### config.mk
export PLATFORM = sky130hd
export DESIGN_NAME = ex_cond_unit_flat
export DESIGN_NICKNAME = d
export VERILOG_FILES = /design/src/rtl/ex_cond_unit_pkg.sv /design/src/rtl/ex_cond_unit_if.sv /design/src/rtl/ex_cond_unit_cond_check.sv /design/src/rtl/ex_cond_unit.sv /design/src/flat_wrapper.sv
export SDC_FILE = /design/constraint.sdc
export NUM_CORES = 1
export LEC_CHECK = 0
export ABC_AREA = 1
export BUFFER_PORTS_ARGS = -buffer_cell sky130_fd_sc_hd__buf_4
export CORE_UTILIZATION = 49
export CTS_BUF_LIST = sky130_fd_sc_hd__clkbuf_8
export DETAILED_ROUTE_END_ITERATION = 8
export GPL_TIMING_DRIVEN = 0
export PLACE_DENSITY = 0.87
export SLEW_MARGIN = 20
export SYNTH_ARGS = -nofsm -noshare
export SYNTH_HDL_FRONTEND = slang
export SYNTH_SLANG_ARGS = --single-unit
### constraint.sdc
create_clock -name clk -period 2.9 [get_ports clk]
set_input_delay 0.58 -clock clk [delete_from_list [all_inputs] [get_ports clk]]
set_output_delay 0.58 -clock clk [all_outputs]
set_load 0.02 [all_outputs]
### src/rtl/ex_cond_unit_pkg.sv
// ex_pkg: shared types for the execute-stage condition unit.
// ARM condition codes, squash FSM states and NZCV bit positions.
package ex_pkg;

    typedef enum logic [3:0] {
        COND_EQ = 4'h0,
        COND_NE = 4'h1,
        COND_CS = 4'h2,
        COND_CC = 4'h3,
        COND_MI = 4'h4,
        COND_PL = 4'h5,
        COND_VS = 4'h6,
        COND_VC = 4'h7,
        COND_HI = 4'h8,
        COND_LS = 4'h9,
        COND_GE = 4'hA,
        COND_LT = 4'hB,
        COND_GT = 4'hC,
        COND_LE = 4'hD,
        COND_AL = 4'hE,
        COND_NV = 4'hF
    } cond_e;

    typedef enum logic [1:0] {
        RUN = 2'd0,
        SQ1 = 2'd1,
        SQ2 = 2'd2
    } sq_state_e;

    // Bit positions inside the {N,Z,C,V} flag vector
    localparam int unsigned FLAG_N = 3;
    localparam int unsigned FLAG_Z = 2;
    localparam int unsigned FLAG_C = 1;
    localparam int unsigned FLAG_V = 0;

endpackage

### src/rtl/ex_cond_unit_if.sv
// ex_cond_unit_if: ID/EX instruction bundle in, EX/MEM bundle out.
// master = surrounding pipeline, slave = execute condition unit.
interface ex_cond_unit_if #(
    parameter int unsigned DATA_W = 32,
    parameter int unsigned REG_AW = 4
);
    // ID/EX side
    logic              ValidE;
    logic [3:0]        CondE;
    logic [1:0]        FlagWriteE;
    logic [3:0]        ALUFlagsE;
    logic              PCSrcE;
    logic              RegWriteE;
    logic              MemWriteE;
    logic              MemtoRegE;
    logic [DATA_W-1:0] ALUResultE;
    logic [DATA_W-1:0] WriteDataE;
    logic [REG_AW-1:0] WA3E;
    // EX/MEM side
    logic              ValidM;
    logic              RegWriteM;
    logic              MemWriteM;
    logic              MemtoRegM;
    logic [DATA_W-1:0] ALUResultM;
    logic [DATA_W-1:0] WriteDataM;
    logic [REG_AW-1:0] WA3M;

    modport master (
        output ValidE, CondE, FlagWriteE, ALUFlagsE, PCSrcE, RegWriteE,
               MemWriteE, MemtoRegE, ALUResultE, WriteDataE, WA3E,
        input  ValidM, RegWriteM, MemWriteM, MemtoRegM, ALUResultM,
               WriteDataM, WA3M
    );

    modport slave (
        input  ValidE, CondE, FlagWriteE, ALUFlagsE, PCSrcE, RegWriteE,
               MemWriteE, MemtoRegE, ALUResultE, WriteDataE, WA3E,
        output ValidM, RegWriteM, MemWriteM, MemtoRegM, ALUResultM,
               WriteDataM, WA3M
    );

endinterface

### src/rtl/ex_cond_unit_cond_check.sv
// cond_check: pure combinational ARM condition evaluation against NZCV.
// Codes AL and 4'b1111 always pass.
module cond_check
    import ex_pkg::*;
(
    input  logic [3:0] i_flags,
    input  logic [3:0] i_cond,
    output logic       o_pass
);

    logic w_n, w_z, w_c, w_v;

    // Decode the condition field against the current flags
    always_comb begin
        w_n    = i_flags[FLAG_N];
        w_z    = i_flags[FLAG_Z];
        w_c    = i_flags[FLAG_C];
        w_v    = i_flags[FLAG_V];
        o_pass = 1'b1;
        case (i_cond)
            COND_EQ: o_pass = w_z;
            COND_NE: o_pass = ~w_z;
            COND_CS: o_pass = w_c;
            COND_CC: o_pass = ~w_c;
            COND_MI: o_pass = w_n;
            COND_PL: o_pass = ~w_n;
            COND_VS: o_pass = w_v;
            COND_VC: o_pass = ~w_v;
            COND_HI: o_pass = w_c & ~w_z;
            COND_LS: o_pass = ~w_c | w_z;
            COND_GE: o_pass = (w_n == w_v);
            COND_LT: o_pass = (w_n != w_v);
            COND_GT: o_pass = ~w_z & (w_n == w_v);
            COND_LE: o_pass = w_z | (w_n != w_v);
            default: o_pass = 1'b1;
        endcase
    end

endmodule

### src/rtl/ex_cond_unit.sv
// ex_cond_unit: execute-stage condition evaluation, NZCV flag register,
// wrong-path squash FSM and EX/MEM pipeline register.
// Optional macro EX_COND_PERF_EN adds ExecCount/SquashCount counters.
module ex_cond_unit
    import ex_pkg::*;
#(
    parameter int unsigned DATA_W = 32,
    parameter int unsigned REG_AW = 4
) (
    input  logic          clk,
    input  logic          reset_n,
    input  logic          StallE,
    input  logic          FlushE,
    ex_cond_unit_if.slave bus,
    output logic          CondExE,
    output logic          PCSrcTakenE,
    output logic [3:0]    FlagsQ
`ifdef EX_COND_PERF_EN
    ,
    output logic [31:0]   ExecCount,
    output logic [31:0]   SquashCount
`endif
);

    sq_state_e         r_state;
    sq_state_e         w_state_nxt;
    logic [3:0]        r_flags;
    logic              w_pass;
    logic              w_live;
    logic              w_advance;

    logic              r_valid_m;
    logic              r_reg_write_m;
    logic              r_mem_write_m;
    logic              r_mem_to_reg_m;
    logic [DATA_W-1:0] r_alu_result_m;
    logic [DATA_W-1:0] r_write_data_m;
    logic [REG_AW-1:0] r_wa3_m;

    cond_check u_cond_check (
        .i_flags (r_flags),
        .i_cond  (bus.CondE),
        .o_pass  (w_pass)
    );

    // Squash FSM state register
    always_ff @(posedge clk) begin
        if (!reset_n) begin
            r_state <= RUN;
        end else begin
            r_state <= w_state_nxt;
        end
    end

    // Liveness, gated redirect and squash FSM next state
    always_comb begin
        w_live      = bus.ValidE & ~FlushE & (r_state == RUN);
        CondExE     = w_live & w_pass;
        PCSrcTakenE = bus.PCSrcE & CondExE;
        // Only real, unstalled, non-flushed slots count as a squashed slot
        w_advance   = ~StallE & bus.ValidE & ~FlushE;
        w_state_nxt = r_state;
        case (r_state)
            RUN:     if (PCSrcTakenE && !StallE) w_state_nxt = SQ1;
            SQ1:     if (w_advance)              w_state_nxt = SQ2;
            SQ2:     if (w_advance)              w_state_nxt = RUN;
            default: w_state_nxt = RUN;
        endcase
    end

    // Architectural NZCV: only passing, unstalled instructions write
    always_ff @(posedge clk) begin
        if (!reset_n) begin
            r_flags <= '0;
        end else if (CondExE && !StallE) begin
            if (bus.FlagWriteE[1]) begin
                r_flags[FLAG_N] <= bus.ALUFlagsE[FLAG_N];
                r_flags[FLAG_Z] <= bus.ALUFlagsE[FLAG_Z];
            end
            if (bus.FlagWriteE[0]) begin
                r_flags[FLAG_C] <= bus.ALUFlagsE[FLAG_C];
                r_flags[FLAG_V] <= bus.ALUFlagsE[FLAG_V];
            end
        end
    end

    // EX/MEM pipeline register with condition-gated side effects
    always_ff @(posedge clk) begin
        if (!reset_n) begin
            r_valid_m      <= 1'b0;
            r_reg_write_m  <= 1'b0;
            r_mem_write_m  <= 1'b0;
            r_mem_to_reg_m <= 1'b0;
            r_alu_result_m <= '0;
            r_write_data_m <= '0;
            r_wa3_m        <= '0;
        end else if (!StallE) begin
            r_valid_m      <= CondExE;
            r_reg_write_m  <= bus.RegWriteE & CondExE;
            r_mem_write_m  <= bus.MemWriteE & CondExE;
            r_mem_to_reg_m <= bus.MemtoRegE;
            r_alu_result_m <= bus.ALUResultE;
            r_write_data_m <= bus.WriteDataE;
            r_wa3_m        <= bus.WA3E;
        end
    end

    assign FlagsQ         = r_flags;
    assign bus.ValidM     = r_valid_m;
    assign bus.RegWriteM  = r_reg_write_m;
    assign bus.MemWriteM  = r_mem_write_m;
    assign bus.MemtoRegM  = r_mem_to_reg_m;
    assign bus.ALUResultM = r_alu_result_m;
    assign bus.WriteDataM = r_write_data_m;
    assign bus.WA3M       = r_wa3_m;

`ifdef EX_COND_PERF_EN
    logic [31:0] r_exec_count;
    logic [31:0] r_squash_count;

    // Executed and squashed (cond-failed or FSM-killed) instruction counters
    always_ff @(posedge clk) begin
        if (!reset_n) begin
            r_exec_count   <= '0;
            r_squash_count <= '0;
        end else if (!StallE) begin
            if (CondExE) begin
                r_exec_count <= r_exec_count + 32'd1;
            end else if (bus.ValidE && !FlushE) begin
                r_squash_count <= r_squash_count + 32'd1;
            end
        end
    end

    assign ExecCount   = r_exec_count;
    assign SquashCount = r_squash_count;
`endif

endmodule
### src/flat_wrapper.sv
// flat-port wrapper written by rule: the top's interface ports become plain ports
module ex_cond_unit_flat import ex_pkg::*;
#(
    parameter int unsigned DATA_W = 32,
    parameter int unsigned REG_AW = 4
)
  (clk, reset_n, StallE, FlushE, CondExE, PCSrcTakenE, FlagsQ, bus_ValidE, bus_CondE, bus_FlagWriteE, bus_ALUFlagsE, bus_PCSrcE, bus_RegWriteE, bus_MemWriteE, bus_MemtoRegE, bus_ALUResultE, bus_WriteDataE, bus_WA3E, bus_ValidM, bus_RegWriteM, bus_MemWriteM, bus_MemtoRegM, bus_ALUResultM, bus_WriteDataM, bus_WA3M);
  ex_cond_unit_if #(.DATA_W(DATA_W), .REG_AW(REG_AW)) bus_i ();
  input  logic clk;
  input  logic reset_n;
  input  logic StallE;
  input  logic FlushE;
  output logic CondExE;
  output logic PCSrcTakenE;
  output logic [3:0] FlagsQ;
  input wire logic [$bits(bus_i.ValidE)-1:0] bus_ValidE;
  input wire logic [$bits(bus_i.CondE)-1:0] bus_CondE;
  input wire logic [$bits(bus_i.FlagWriteE)-1:0] bus_FlagWriteE;
  input wire logic [$bits(bus_i.ALUFlagsE)-1:0] bus_ALUFlagsE;
  input wire logic [$bits(bus_i.PCSrcE)-1:0] bus_PCSrcE;
  input wire logic [$bits(bus_i.RegWriteE)-1:0] bus_RegWriteE;
  input wire logic [$bits(bus_i.MemWriteE)-1:0] bus_MemWriteE;
  input wire logic [$bits(bus_i.MemtoRegE)-1:0] bus_MemtoRegE;
  input wire logic [$bits(bus_i.ALUResultE)-1:0] bus_ALUResultE;
  input wire logic [$bits(bus_i.WriteDataE)-1:0] bus_WriteDataE;
  input wire logic [$bits(bus_i.WA3E)-1:0] bus_WA3E;
  output wire logic [$bits(bus_i.ValidM)-1:0] bus_ValidM;
  output wire logic [$bits(bus_i.RegWriteM)-1:0] bus_RegWriteM;
  output wire logic [$bits(bus_i.MemWriteM)-1:0] bus_MemWriteM;
  output wire logic [$bits(bus_i.MemtoRegM)-1:0] bus_MemtoRegM;
  output wire logic [$bits(bus_i.ALUResultM)-1:0] bus_ALUResultM;
  output wire logic [$bits(bus_i.WriteDataM)-1:0] bus_WriteDataM;
  output wire logic [$bits(bus_i.WA3M)-1:0] bus_WA3M;
  assign bus_i.ValidE = bus_ValidE;
  assign bus_i.CondE = bus_CondE;
  assign bus_i.FlagWriteE = bus_FlagWriteE;
  assign bus_i.ALUFlagsE = bus_ALUFlagsE;
  assign bus_i.PCSrcE = bus_PCSrcE;
  assign bus_i.RegWriteE = bus_RegWriteE;
  assign bus_i.MemWriteE = bus_MemWriteE;
  assign bus_i.MemtoRegE = bus_MemtoRegE;
  assign bus_i.ALUResultE = bus_ALUResultE;
  assign bus_i.WriteDataE = bus_WriteDataE;
  assign bus_i.WA3E = bus_WA3E;
  assign bus_ValidM = bus_i.ValidM;
  assign bus_RegWriteM = bus_i.RegWriteM;
  assign bus_MemWriteM = bus_i.MemWriteM;
  assign bus_MemtoRegM = bus_i.MemtoRegM;
  assign bus_ALUResultM = bus_i.ALUResultM;
  assign bus_WriteDataM = bus_i.WriteDataM;
  assign bus_WA3M = bus_i.WA3M;
  ex_cond_unit #(.DATA_W(DATA_W), .REG_AW(REG_AW)) u_core (.clk(clk), .reset_n(reset_n), .StallE(StallE), .FlushE(FlushE), .bus(bus_i), .CondExE(CondExE), .PCSrcTakenE(PCSrcTakenE), .FlagsQ(FlagsQ));
endmodule
==> flow_summary.toml <==
[final_layout]
multi_input_area_um2 = 1240
design_area_um2 = 4460
seqCellArea_um2 = 1560
syn_to_final_growth_pct = 51.0
diodes = 0
fillerInstances = 405
nNetsFinal = 664
drive_above_1_share_pct = 32.5

[sta]
fin_crit_ns = 2.27
worst_slack_ns = 0.632
maxSlewViolCount = 0
setup_viol = 0
final-hold-violation-count = 0
finalCritPeriodShare_pct = 78.2
skew_ns = 0.00269
rsz0062_at_grt = "false"
hold_ws_ns = 0.459
worst-slew-pin-transition_ns = 0.451
max_freq_ghz = 0.441
finalSetupTns_ns = 0
relSlewSlack_pct = 69.9

[route]
drt_iter0_drc = 136
drt_wl_total_um = 8240
post_drt_wl_per_cell_um = 12.6
drc = 0
ant_nets = 0
num_vias = 3206
first_pass_iters = 4
via_per_inst = 4.90

[logic_synthesis]
ys_ff_latch = 78
synth_fp_nets = 491
syn-instance-count = 404
synth_edf_count = 0
yosysTopAreaCellShare_pct = 52.9
synth_flop_cell = "dfxtp_1"
ys_top_cells_by_area = "dfxtp_1 (53%), nor2_1 (20%), o21ai_0 (12%)"
async_flop_share_pct = 0
ys_seq_area_share_pct = 52.9
synthesis.area_um2 = 2950
yosys_warnings = 0
syn_avg_cell_area_um2 = 7.31
yosysMostFrequentCell = "nor2_1"
yosysTopAreaCell = "dfxtp_1"
synthTopCellsByCount = "nor2_1 (157), dfxtp_1 (78), o21ai_0 (70)"
synth_cell_types = 18

[power_and_ir_drop]
p_leak_nw = 2.22
irDropWorstVdd_mv = 0.508
cellPowerDensity_nw_per_um2 = 550

[clock_network]
cts_resized = 0
cts.sinks = 78
clkLatencyLatePin_ns = 0.34
clk_path_buf_depth = 2
cts_tree = "built"
cts_buffers = 9
clkTransAtPathRegs_ns = 0.08
cts_setup_buffers = 0
clockRootBuffer = "clkbuf_8"
h-tree-depth = 3
hold_buffers = 0

[setup_path]
reg2reg_to = "u_core.bus.MemWriteM$_SDFFE_PN0N_"
required_ns = 2.32
cp_max_fo = 4
crit_path_end_kind = "primary output"
path_class = "flop to primary output"
ff2ff_setup_slack_ns = 1.46
cp_data_arrival_time_ns = 1.69
reg2reg_from = "u_core.FlagsQ[0]$_SDFFE_PN0P_"
rr_worst_depth = 10
critPathLaunchType = "flop"

[floorplanning]
die_w_um = 79.6
start_util_pct = 52.3
fp.dieH_um = 79.6
ioPinCount = 165
placementRows = 27
die_area_um2 = 6340
core_area_um2 = 5640

[placed_design]
placed_cell_area_um2 = 4260
hpwl_um = 6140
io_buffers = 162
pre_cts_ws_ns = 0.688
globalplace.congestion = 0.903

[global_routing]
first_global_vias = 2997
grt_pass1_wl_um = 13200
antenna_found_initial = 0
grtUsageTotal_pct = 26.9
grt_max_degree = 14
grt_overflow = 0

[flow_run]
cap_violations = 0

[outcome]
status = "finished clean"

[hold_path]
hp-class = "input port to flop"
holdPathStages = 3
min_to = "u_core.FlagsQ[0]$_SDFFE_PN0P_"
min_from = "bus_ALUFlagsE[0]"
cells by family (layout without fill, tap and decap cells):
| group | Yosys count | in the layout | synth area share, % |
|---|---|---|---|
| buffers and inverters | 39 | 217 | 5.13 |
| AO/OA/AOI/OAI | 78 | 78 | 13.2 |
| flip-flops | 78 | 78 | 52.9 |
| AND/OR/NAND/NOR | 209 | 209 | 28.7 |
report_power, final:
part           total, mW  switching, mW  internal [mW]
clock              0.810          0.392          0.418
combinational      0.464          0.251          0.213
sequential          1.18         0.0373           1.14
cell type report:
| class | instances | share of cell area (%) |
|---|---|---|
| Tap cell | 72 | 2.02 |
| Clock buffer | 10 | 3.09 |
| Timing Repair Buffer | 162 | 27.3 |
| Clock inverter | 6 | 1.40 |
| Multi-Input combinational cell | 287 | 27.8 |
| Sequential cell | 78 | 35.0 |
| Buffer | 23 | 2.05 |
| Inverter | 16 | 1.35 |
placed cells by master (no fill, tap or decap), types with 3 or more instances in the layout:
cell,Yosys,layout
buf_4,1,163
a21oi_1,8,8
nand3_1,7,7
nor2_1,157,157
clkbuf_1,15,15
dfxtp_1,78,78
inv_2,3,3
clkbuf_8,0,10
nand2_1,38,38
inv_1,12,13
buf_1,6,6
o21ai_0,70,70
state kept, by name, indices dropped and copies added, names as in the netlist:
register and cells:
u_core.r_state 2, u_core.bus.MemWriteM 1, u_core.bus.WA3M 4, u_core.bus.WriteDataM 32, u_core.bus.ValidM 1, u_core.FlagsQ 4, u_core.bus.ALUResultM 32, u_core.bus.RegWriteM 1
u_core.bus.MemtoRegM 1
how the worst max path moves through the flow:
stage	startpoint	to	slack, ns	depth (start not counted)
3_5_place_dp	bus_CondE[1]	CondExE	0.69	12
5_1_grt	u_core.FlagsQ[0]$_SDFFE_PN0P_	PCSrcTakenE	0.45	9
2_1_floorplan	bus_CondE[1]	CondExE	1.05	10
4_1_cts	u_core.FlagsQ[0]$_SDFFE_PN0P_	PCSrcTakenE	0.62	9
3_3_place_gp	bus_CondE[1]	CondExE	0.72	12
6_report	u_core.FlagsQ[0]$_SDFFE_PN0P_	CondExE	0.63	10
metal layers:
metal | part of all wire [%] | global-route usage [%]
met5 | 0 | 0
met4 | 2.5 | 11.5
met3 | 9.4 | 8.57
met2 | 50 | 47.0
met1 | 38 | 29.7
worst max-delay path, stage by stage, from the launching register on:
cell	delay [ns]
dfxtp_1	0.38
inv_1	0.07
nand2_1	0.10
nand3_1	0.11
nand2_1	0.08
nand2_1	0.05
nor2_1	0.11
nand2_2	0.11
nand2_4	0.12
inv_1	0.06
buf_4	0.15
per-stage QoR:
stage	utilization, %	power (mW)	std cells
after floorplan	-	1.43	404
after global placement	75.5	1.65	638
after detailed placement	75.5	1.66	638
after CTS	79.0	2.46	654
after global routing	79.0	2.56	654
final	79.0	2.45	654
No activity file was read; power rests on OpenSTA's default activity.
